[src/rtl/beam_event_counter.sv]
// Break-beam object counter: synchronizes and debounces the receiver output,
// counts beam-break events in 4-digit BCD and drives four seven-segment displays.
module beam_event_counter #(
  parameter int unsigned DEBOUNCE_CYCLES = 1_000_000
) (
  input  logic        clk,
  input  logic        rst,
  input  logic        sense,
  input  logic        clr,
  output logic        beam_blocked,
  output logic        obj_pulse,
  output logic [15:0] count_bcd,
  output logic        overflow,
  output logic [6:0]  hex0,
  output logic [6:0]  hex1,
  output logic [6:0]  hex2,
  output logic [6:0]  hex3
);

  localparam int DB_W = 24;
  localparam logic [DB_W-1:0] DB_LAST = DB_W'(DEBOUNCE_CYCLES - 1);

  // Two-flop synchronizer; resets to the beam-intact level.
  logic s1_reg;
  logic s2_reg;

  always_ff @(posedge clk) begin
    if (rst) begin
      s1_reg <= 1'b1;
      s2_reg <= 1'b1;
    end else begin
      s1_reg <= sense;
      s2_reg <= s1_reg;
    end
  end

  logic            level_reg;
  logic            level_next;
  logic [DB_W-1:0] db_cnt_reg;
  logic [DB_W-1:0] db_cnt_next;
  logic            fall_event;
  logic            blocked_reg;

  // The level follows s2 only after it has disagreed for DEBOUNCE_CYCLES consecutive cycles.
  always_comb begin
    level_next  = level_reg;
    db_cnt_next = '0;
    fall_event  = 1'b0;
    if (s2_reg != level_reg) begin
      if (db_cnt_reg == DB_LAST) begin
        level_next = s2_reg;
        fall_event = level_reg & ~s2_reg;
      end else begin
        db_cnt_next = db_cnt_reg + DB_W'(1);
      end
    end
  end

  always_ff @(posedge clk) begin
    if (rst) begin
      level_reg   <= 1'b1;
      db_cnt_reg  <= '0;
      blocked_reg <= 1'b0;
    end else begin
      level_reg   <= level_next;
      db_cnt_reg  <= db_cnt_next;
      blocked_reg <= ~level_next;
    end
  end

  logic [15:0] count_reg;
  logic [15:0] count_inc;
  logic [4:0]  carry;
  logic        overflow_reg;
  logic        pulse_reg;
  logic [6:0]  hex_vec [4];

  function automatic logic [6:0] seg7(input logic [3:0] d);
    logic [6:0] s;
    case (d)
      4'd0:    s = 7'b1000000;
      4'd1:    s = 7'b1111001;
      4'd2:    s = 7'b0100100;
      4'd3:    s = 7'b0110000;
      4'd4:    s = 7'b0011001;
      4'd5:    s = 7'b0010010;
      4'd6:    s = 7'b0000010;
      4'd7:    s = 7'b1111000;
      4'd8:    s = 7'b0000000;
      4'd9:    s = 7'b0010000;
      default: s = 7'b1111111;
    endcase
    return s;
  endfunction

  assign carry[0] = 1'b1;

  // Ripple BCD incrementer: each digit wraps 9->0 and carries into the next.
  genvar gi;
  generate
    for (gi = 0; gi < 4; gi++) begin : g_digit
      logic [3:0] digit;
      assign digit = count_reg[gi*4 +: 4];
      assign count_inc[gi*4 +: 4] = !carry[gi] ? digit :
                                    (digit == 4'd9) ? 4'd0 : digit + 4'd1;
      assign carry[gi+1] = carry[gi] & (digit == 4'd9);
      assign hex_vec[gi] = seg7(digit);
    end
  endgenerate

  // clr wins over a coincident event, but the strobe still fires.
  always_ff @(posedge clk) begin
    if (rst) begin
      count_reg    <= '0;
      overflow_reg <= 1'b0;
      pulse_reg    <= 1'b0;
    end else begin
      pulse_reg <= fall_event;
      if (clr) begin
        count_reg    <= '0;
        overflow_reg <= 1'b0;
      end else if (fall_event) begin
        count_reg <= count_inc;
        if (carry[4]) begin
          overflow_reg <= 1'b1;
        end
      end
    end
  end

  assign beam_blocked = blocked_reg;
  assign obj_pulse    = pulse_reg;
  assign count_bcd    = count_reg;
  assign overflow     = overflow_reg;
  assign hex0         = hex_vec[0];
  assign hex1         = hex_vec[1];
  assign hex2         = hex_vec[2];
  assign hex3         = hex_vec[3];

endmodule

[config.mk]
export PLATFORM = sky130hd
export DESIGN_NAME = beam_event_counter
export DESIGN_NICKNAME = d
export VERILOG_FILES = /design/src/rtl/beam_event_counter.sv
export SDC_FILE = /design/constraint.sdc
export NUM_CORES = 1
export LEC_CHECK = 0
export CAP_MARGIN = 20
export CORE_MARGIN = 10
export CORE_UTILIZATION = 56
export CTS_CLUSTER_DIAMETER = 60
export DETAILED_ROUTE_END_ITERATION = 8
export PLACE_DENSITY_LB_ADDON = 0.2
export RECOVER_POWER = 50
export SLEW_MARGIN = 40
export SYNTH_ARGS = -nofsm -noshare
export SYNTH_HDL_FRONTEND = slang
export SYNTH_SLANG_ARGS = --single-unit
[constraint.sdc]
create_clock -name clk -period 3.2 [get_ports clk]
set_input_delay 0.8 -clock clk [delete_from_list [all_inputs] [get_ports clk]]
set_output_delay 0.8 -clock clk [all_outputs]
set_load 0.03 [all_outputs]
# ---- Word level (Yosys, flattened, before mapping)
# Memory sizes are Yosys's and may differ from the RTL's. A register that Yosys moved wholly into a read port is not among the register bits.
# Cells that the tools add are included.
dict set report totals {
  register_bits 46
  romBits 448
  input_bits 4
  wordCells 55
  mem_count 4
}
# memory depth word_bits rd rd_ports_with_merged_regs write_ports line_no
set memory_table {}
lappend memory_table {{(no name shown)} 16 7 1 1 0 80} ;# case (d)
lappend memory_table {{(no name shown)} 16 7 1 1 0 80}
lappend memory_table {{(no name shown)} 16 7 1 1 0 80}
lappend memory_table {{(no name shown)} 16 7 1 1 0 80}
dict set report classes {
  addsub 5
  eq_ne 6
  mux 16
  bitwise 7
  reduce_logical 6
}
# operator n
set ops {}
lappend ops {{4-bit two-way mux} 12}
lappend ops {{24-bit by 1-bit adder with 24-bit output (second input constant)} 1}
lappend ops {{24-bit by 20-bit == test with 1-bit output (second input constant)} 1}
lappend ops {{4-bit by 1-bit adder with 4-bit output (second input constant)} 4}
lappend ops {{4-bit == test (second input constant)} 4}
lappend ops {{2-bit AND reduction} 4}
lappend ops {{1-bit bitwise AND} 4}
lappend ops {{1-bit two-way mux} 4}
lappend ops {{1-bit inverter} 3}
lappend ops {{3-bit OR reduction} 1}
lappend ops {{2-bit OR reduction} 1}
lappend ops {{1-bit inequality test} 1}

# ---- Depth between registers and ports, before layout
# Gate-level depths: netlist of the first run.
dict set report depth {
  depth_word 7
  depth_mapped 14
  mapped_depth_nobuf 13
}

# ---- Worst setup path after synthesis of the first run
# Ideal clock, no wire load.
dict set report synth_timing {
  kind {register -> register}
  startpoint {register s2_reg}
  endpoint {register, netlist name hex3[5]}
  setup_time_ns 0.136
  arrival_time_ns 2.712
  path_slack_ns 0.351
  stages_incl_launch_ff 13
  synth_period_minus_slack_ns 2.849
  cell_sequence {dfxtp_1 inv_1 ha_1 nor2b_1 clkbuf_1 nand4_1 nor4_1 mux2i_1 inv_1 ha_1 or3_1 o211ai_1 a31oi_1}
}
dict set report synth_between {
  elab_chain_len 7
  elab_cells_between_ends 8
}
# element line_no
set synth_rtl {}
lappend synth_rtl {{start: declaration} 25} ;# logic s2_reg;
lappend synth_rtl {{start signal: assignment} 33} ;# s2_reg <= s1_reg;
lappend synth_rtl {{1-bit inverter} 52} ;# fall_event = level_reg & ~s2_reg;
lappend synth_rtl {{1-bit bitwise AND} 52}
lappend synth_rtl {{1-bit two-way mux} 50} ;# if (db_cnt_reg == DB_LAST) begin
lappend synth_rtl {{1-bit two-way mux (*)} 49} ;# if (s2_reg != level_reg) begin
lappend synth_rtl {{2-bit AND reduction (no line) (*)} -}
lappend synth_rtl {{4-bit two-way mux (no line) (*) (2 in a row)} -}
# Mark *: on every way between the ends. The rest lies on a longest branch, timed or not.
# A chain may end at the register's enable or synchronous reset.

# ---- Final worst setup path of the first run
dict set report layout_timing {
  startpoint {register db_cnt_reg[13]}
  endpoint {register, netlist name hex1[2]}
}
dict set report layout_between {
  elab_chain_len 6
}
# element line_no
set layout_rtl {}
lappend layout_rtl {{start: declaration} 39} ;# logic [DB_W-1:0] db_cnt_reg;
lappend layout_rtl {{start signal: assignment} 66} ;# db_cnt_reg <= db_cnt_next;
lappend layout_rtl {{24-bit by 20-bit == test with 1-bit output} 50}
lappend layout_rtl {{1-bit two-way mux} 50}
lappend layout_rtl {{1-bit two-way mux} 49}
lappend layout_rtl {{2-bit AND reduction (no line)} -}
lappend layout_rtl {{4-bit two-way mux (no line) (2 in a row)} -}
# No other way between the ends.

==> flow_summary.yaml, run 1 <==
status:
  status: "complete, no violations"
logic_synthesis:
  synth_compound_area_frac: 0.1484
  synth-xor-area-share: 0.05893
  synthTopCellsByArea: "dfxtp_1 37%, ha_1 6.9%, nor2_1 5.4%"
  synthMuxAreaShare: 0.04802
  synth_top_cell_by_area: "dfxtp_1"
  synthAdderAreaFrac: 0.06860
  avgSynthCellArea_sq_um: 8.685
  synth_seq_cells: 74
  ys_warn_count: 0
  synth-simple-area-share: 0.2491
  synth_top_family_by_area: "simple AND/OR/NAND/NOR gates"
  ys.flop_type: "dfxtp_1"
  synth_edf_count: 0
  synth_common_cells: "74 x dfxtp_1, 58 x nor2_1, 31 x inv_1"
  syn_inst: 462
  async_flop_share: 0
  syn_nets: 488
  yosys.cell_types.count: 69
  yosys.area.top_type_share: 0.3692
  synth.most_common_cell: "dfxtp_1"
  seq_area_frac_synth: 0.3692
  synth_area_sq_um: 4013
clocking:
  clk_path_buf_depth: 2
  clkTransAtPathRegs_ps: 70
  cts_buffers: 9
  htreeDepth: 3
  cts_root_buf: "clkbuf_8"
  cts_tree: "yes"
  cts_hold_buf: 0
  cts_num_sinks: 74
  clk_latency_ps: 350
final_layout:
  largest_reg_flops: 24
  areaGrowthSynthToFinish_pct: 22.83
  diodes: 0
  num-nets-final: 546
  fillers: 540
  fin_util: 0.7175
  drive_gt1_frac: 0.1124
  fin_area_sq_um: 4928
sta:
  rsz0062_at_grt: "false"
  hold_viol_final: 0
  worst_pin_slew_ps: 802.9
  final_max_slew_viol_count: 0
  timing.final.ws_setup_ps: 259.1
  fin_crit_ps: 2941
  relSlewSlack: 0.4648
  fin_setup_tns_ps: 0
  clock_skew_ps: 6.785
  fin_crit_sh: 0.9190
  fmax_mhz: 340.0
  setup_viol: 0
die:
  coreArea_sq_um: 6869
  design.die.area_sq_um: 10950
  std_cell_rows: 30
  start_util: 0.5842
  die_h_microns: 104.7
  die_w_microns: 104.7
  pin_count: 51
grt:
  grt_pass1_vias: 3533
  grt_usage: 0.1753
  grt_pass1_wl_microns: 16340
  grt_max_degree: 33
  antenna_found_initial: 0
  overflow: 0
run:
  drv_cap: 0
routing:
  dr_total_vias: 3513
  first_iter_violations: 253
  ant_nets: 0
  vias_per_cell: 5.657
  routedWlPerCell_microns: 15.57
  drt_wl_total_microns: 9671
  drc_errors: 0
  firstDrtPassIters: 5
setup_path:
  worst_setup_path_end_kind: "register"
  path_class: "register to register"
  required_ps: 3430
  crit_arrival_ps: 3170
  worstPathMaxFanout: 8
  r2r_cells: 11
  start_kind: "register"
min_path:
  hold_class: "register to register"
  hold_depth: 1
placement:
  dpl.hpwl_microns: 7054
  placed_area_sq_um: 4701
  pre_cts_ws_ps: 197.7
  gp_congestion: 0.8753
  io_buffers: 50
power:
  leakage_nw: 1.936
  power_per_cell_area_nw_per_um2: 361.6
  total_power_mw: 1.782
  ir_drop_uv: 180.1
final timing paths:
check	from	to	slack, ps
worst max register to register	db_cnt_reg[13]$_SDFF_PP0_	hex1[2]$_DFF_P_	260
worst min-delay path	s1_reg$_SDFF_PP1_	s2_reg$_SDFF_PP1_	430
worst min register to register	s1_reg$_SDFF_PP1_	s2_reg$_SDFF_PP1_	430
worst max-delay path	db_cnt_reg[13]$_SDFF_PP0_	hex1[2]$_DFF_P_	260
what timing repair did:
item / 4_1_cts / 5_1_grt
endpoints found under the setup margin: 0 / 1
resized for setup: 0 / 2
hold endpoints to repair: 0 / 0
buffers inserted: 0 / 2
layout by cell type (no fill, tap or decap), drive strengths merged, types with 19 or more instances in the layout:
cell type and count:
inv 31, nand2 21, nand3 20, buf 19
a21oi 22, dlygate4sd3 34, ha 22, nor2 58
dfxtp 74, xor2 19
cell families after synthesis:
kind of cell / after synthesis
compound gates: 85
xor+xnor: 27
fa+ha+maj: 22
buf+inv: 57
flops: 74
mux: 19
simple gates: 178
final cells by class:
type | count | area [sq um] | share of cell area
clock buffer | 12 | 155.1 | 0.03148
clock inverter | 4 | 73.82 | 0.01498
inverter | 31 | 116.4 | 0.02361
multi-input combinational | 331 | 2291 | 0.4648
sequential | 74 | 1481 | 0.3006
tap | 96 | 120.1 | 0.02437
timing repair buffer | 73 | 690.7 | 0.1401
layer usage:
layer / global-route usage / share of wire / vias to the layer above
met4: 0.07647 / 0.018 / 0
met5: 0 / 0 / -
li1: - / - / 1742
met3: 0.04484 / 0.053 / 15
met1: 0.1991 / 0.44 / 1668
met2: 0.3035 / 0.49 / 88
critical path, cell delays in order (launching register included):
cell and delay, ps:
dfxtp_1 380, nor4_2 360, nand4_2 250, buf_4 250, nor4_1 360, xor2_1 260
and2_1 230, inv_1 90, ha_1 230, o2bb2ai_1 140, a22oi_1 200, a21oi_1 60
metrics by stage:
| step | instances | hold slack [ps] |
|---|---|---|
| 2_1_floorplan | 462 | 389.5 |
| 3_5_place_dp | 603 | 398.9 |
| 5_1_grt | 621 | 440.1 |
| 6_report | 621 | 425.2 |
| 3_3_place_gp | 603 | 401.9 |
| 4_1_cts | 619 | 433.0 |
report_power, final:
group          leakage, nW  switching, mW  internal [mW]  total (mW)
sequential           0.596       0.000616          0.921       0.922
combinational         1.22         0.0205         0.0128      0.0333
clock                0.117          0.345          0.482       0.827
Power figures use the tool's default switching activity.
==> run 2, diff against run 1 <==
- CORE_ASPECT_RATIO: not set -> 1.25
==> flow_summary.yaml, run 2 (synthesis gave the netlist of run 1 again) <==
status:
  status: "complete, no violations"
die:
  die_w_microns: 95.71
  design.die.area_sq_um: 10970
  std_cell_rows: 34
  die_h_microns: 114.6
  pin_count: 51
  start_util: 0.5751
  coreArea_sq_um: 6977
sta:
  hold_viol_final: 0
  setup_viol: 0
  fin_crit_sh: 0.9031
  clock_skew_ps: 5.701
  relSlewSlack: 0.4853
  fin_crit_ps: 2890
  worst_pin_slew_ps: 772.1
  rsz0062_at_grt: "false"
  final_max_slew_viol_count: 0
  fmax_mhz: 346.0
  timing.final.ws_setup_ps: 310.0
  fin_setup_tns_ps: 0
setup_path:
  crit_path_max_incr_delay_ps: 370
  crit_arrival_ps: 3090
  required_ps: 3400
  start_kind: "register"
  worstPathMaxFanout: 10
  path_class: "register to register"
  cp_slowest_cell: "dfxtp_1"
  r2r_cells: 10
  path_delay_family: "simple AND/OR/NAND/NOR gates"
  cp_num_buf_inv: 1
  worst_setup_path_end_kind: "register"
  path_depth: 10
  path_cells: "ha_1 -> and4_1 -> nand3_4 -> nor4_2 -> mux2i_1 -> inv_1 -> ha_1 -> o21bai_1 -> a211oi_1 -> a41oi_2"
  crit_top_cell: "ha_1"
routing:
  firstDrtPassIters: 4
  ant_nets: 0
  drc_errors: 0
  drt_wl_total_microns: 9362
  first_iter_violations: 244
  dr_total_vias: 3442
  routedWlPerCell_microns: 15.25
  vias_per_cell: 5.606
min_path:
  hold_depth: 1
  hold_class: "register to register"
placement:
  dpl.hpwl_microns: 7099
  io_buffers: 50
  pre_cts_ws_ps: 200.6
  gp_congestion: 0.8945
final_layout:
  drive_gt1_frac: 0.1031
  final_cell_mix: "74 x dfxtp_1, 58 x nor2_1, 40 x dlygate4sd3_1"
  diodes: 0
  layout.cells.most_common: "dfxtp_1"
  largest_reg_flops: 24
  areaGrowthSynthToFinish_pct: 22.11
  num-nets-final: 545
grt:
  grt_pass1_vias: 3340
  grt_pass1_wl_microns: 15870
  grt_max_degree: 25
  grt_usage: 0.1776
  overflow: 0
  antenna_found_initial: 0
clocking:
  cts_tree: "yes"
  clkTransAtPathRegs_ps: 80
  clk_path_buf_depth: 2
  cts_num_sinks: 74
  cts_buffers: 9
  clk_latency_ps: 340
  htreeDepth: 3
  cts_root_buf: "clkbuf_8"
power:
  leakage_nw: 1.949
  ir_drop_uv: 289.8
  power_per_cell_area_nw_per_um2: 371.7
run:
  drv_cap: 0
-- run 2: layout make-up --
class / instances / area, sq um
fillers: 581 / 2077
repair buffers: 72 / 659.4
clock buffers: 10 / 127.6
inverters: 31 / 116.4
flip-flops and latches: 74 / 1481
multi-input cells: 331 / 2287
clock inverters: 6 / 115.1
well taps: 90 / 112.6
-- run 2: routing by layer --
metal	wire length, microns	part of all wire	track usage	vias to the layer above
li1	-	-	-	1730
met1	3842	0.41	0.2066	1618
met2	4889	0.52	0.3072	79
met3	461	0.049	0.04265	15
met4	169	0.018	0.06010	0
met5	0	0	0	-
-- run 2: final timing paths --
kind                                  from           endpoint  slack (ps)
setup / recovery  db_cnt_reg[0]$_SDFF_PP0_    hex3[6]$_DFF_P_         310
hold / removal           s1_reg$_SDFF_PP1_  s2_reg$_SDFF_PP1_         420
setup reg to reg  db_cnt_reg[0]$_SDFF_PP0_    hex3[6]$_DFF_P_         310
hold reg to reg          s1_reg$_SDFF_PP1_  s2_reg$_SDFF_PP1_         420
-- run 2: per-stage QoR --
| stage | std cells | hold slack, ps | area [sq um] | util | total power [mW] |
|---|---|---|---|---|---|
| 5_1_grt | 614 | 438.8 | 4900 | 0.7023 | 1.874 |
| 2_1_floorplan | 462 | 389.5 | 4013 | - | 0.9623 |
| 4_1_cts | 613 | 415.4 | 4923 | 0.7057 | 1.838 |
| 3_3_place_gp | 597 | 392.6 | 4681 | 0.6709 | 0.9763 |
| 6_report | 614 | 415.0 | 4900 | 0.7023 | 1.821 |
| 3_5_place_dp | 597 | 393.2 | 4681 | 0.6709 | 0.9768 |
-- run 2: repair_timing --
item / CTS / global route
endpoints found under the hold margin: 0 / 0
setup endpoints to repair: 0 / 11
resized for setup: 0 / 4
hold buffers: 0 / 0
setup buffers: 0 / 1
-- run 2: report_power, final --
group	leakage [nW]	switching, mW	internal (mW)	total, mW
Sequential	0.596	0.000538	0.921	0.922
Clock	0.117	0.346	0.521	0.867
Combinational	1.24	0.0200	0.0124	0.0324
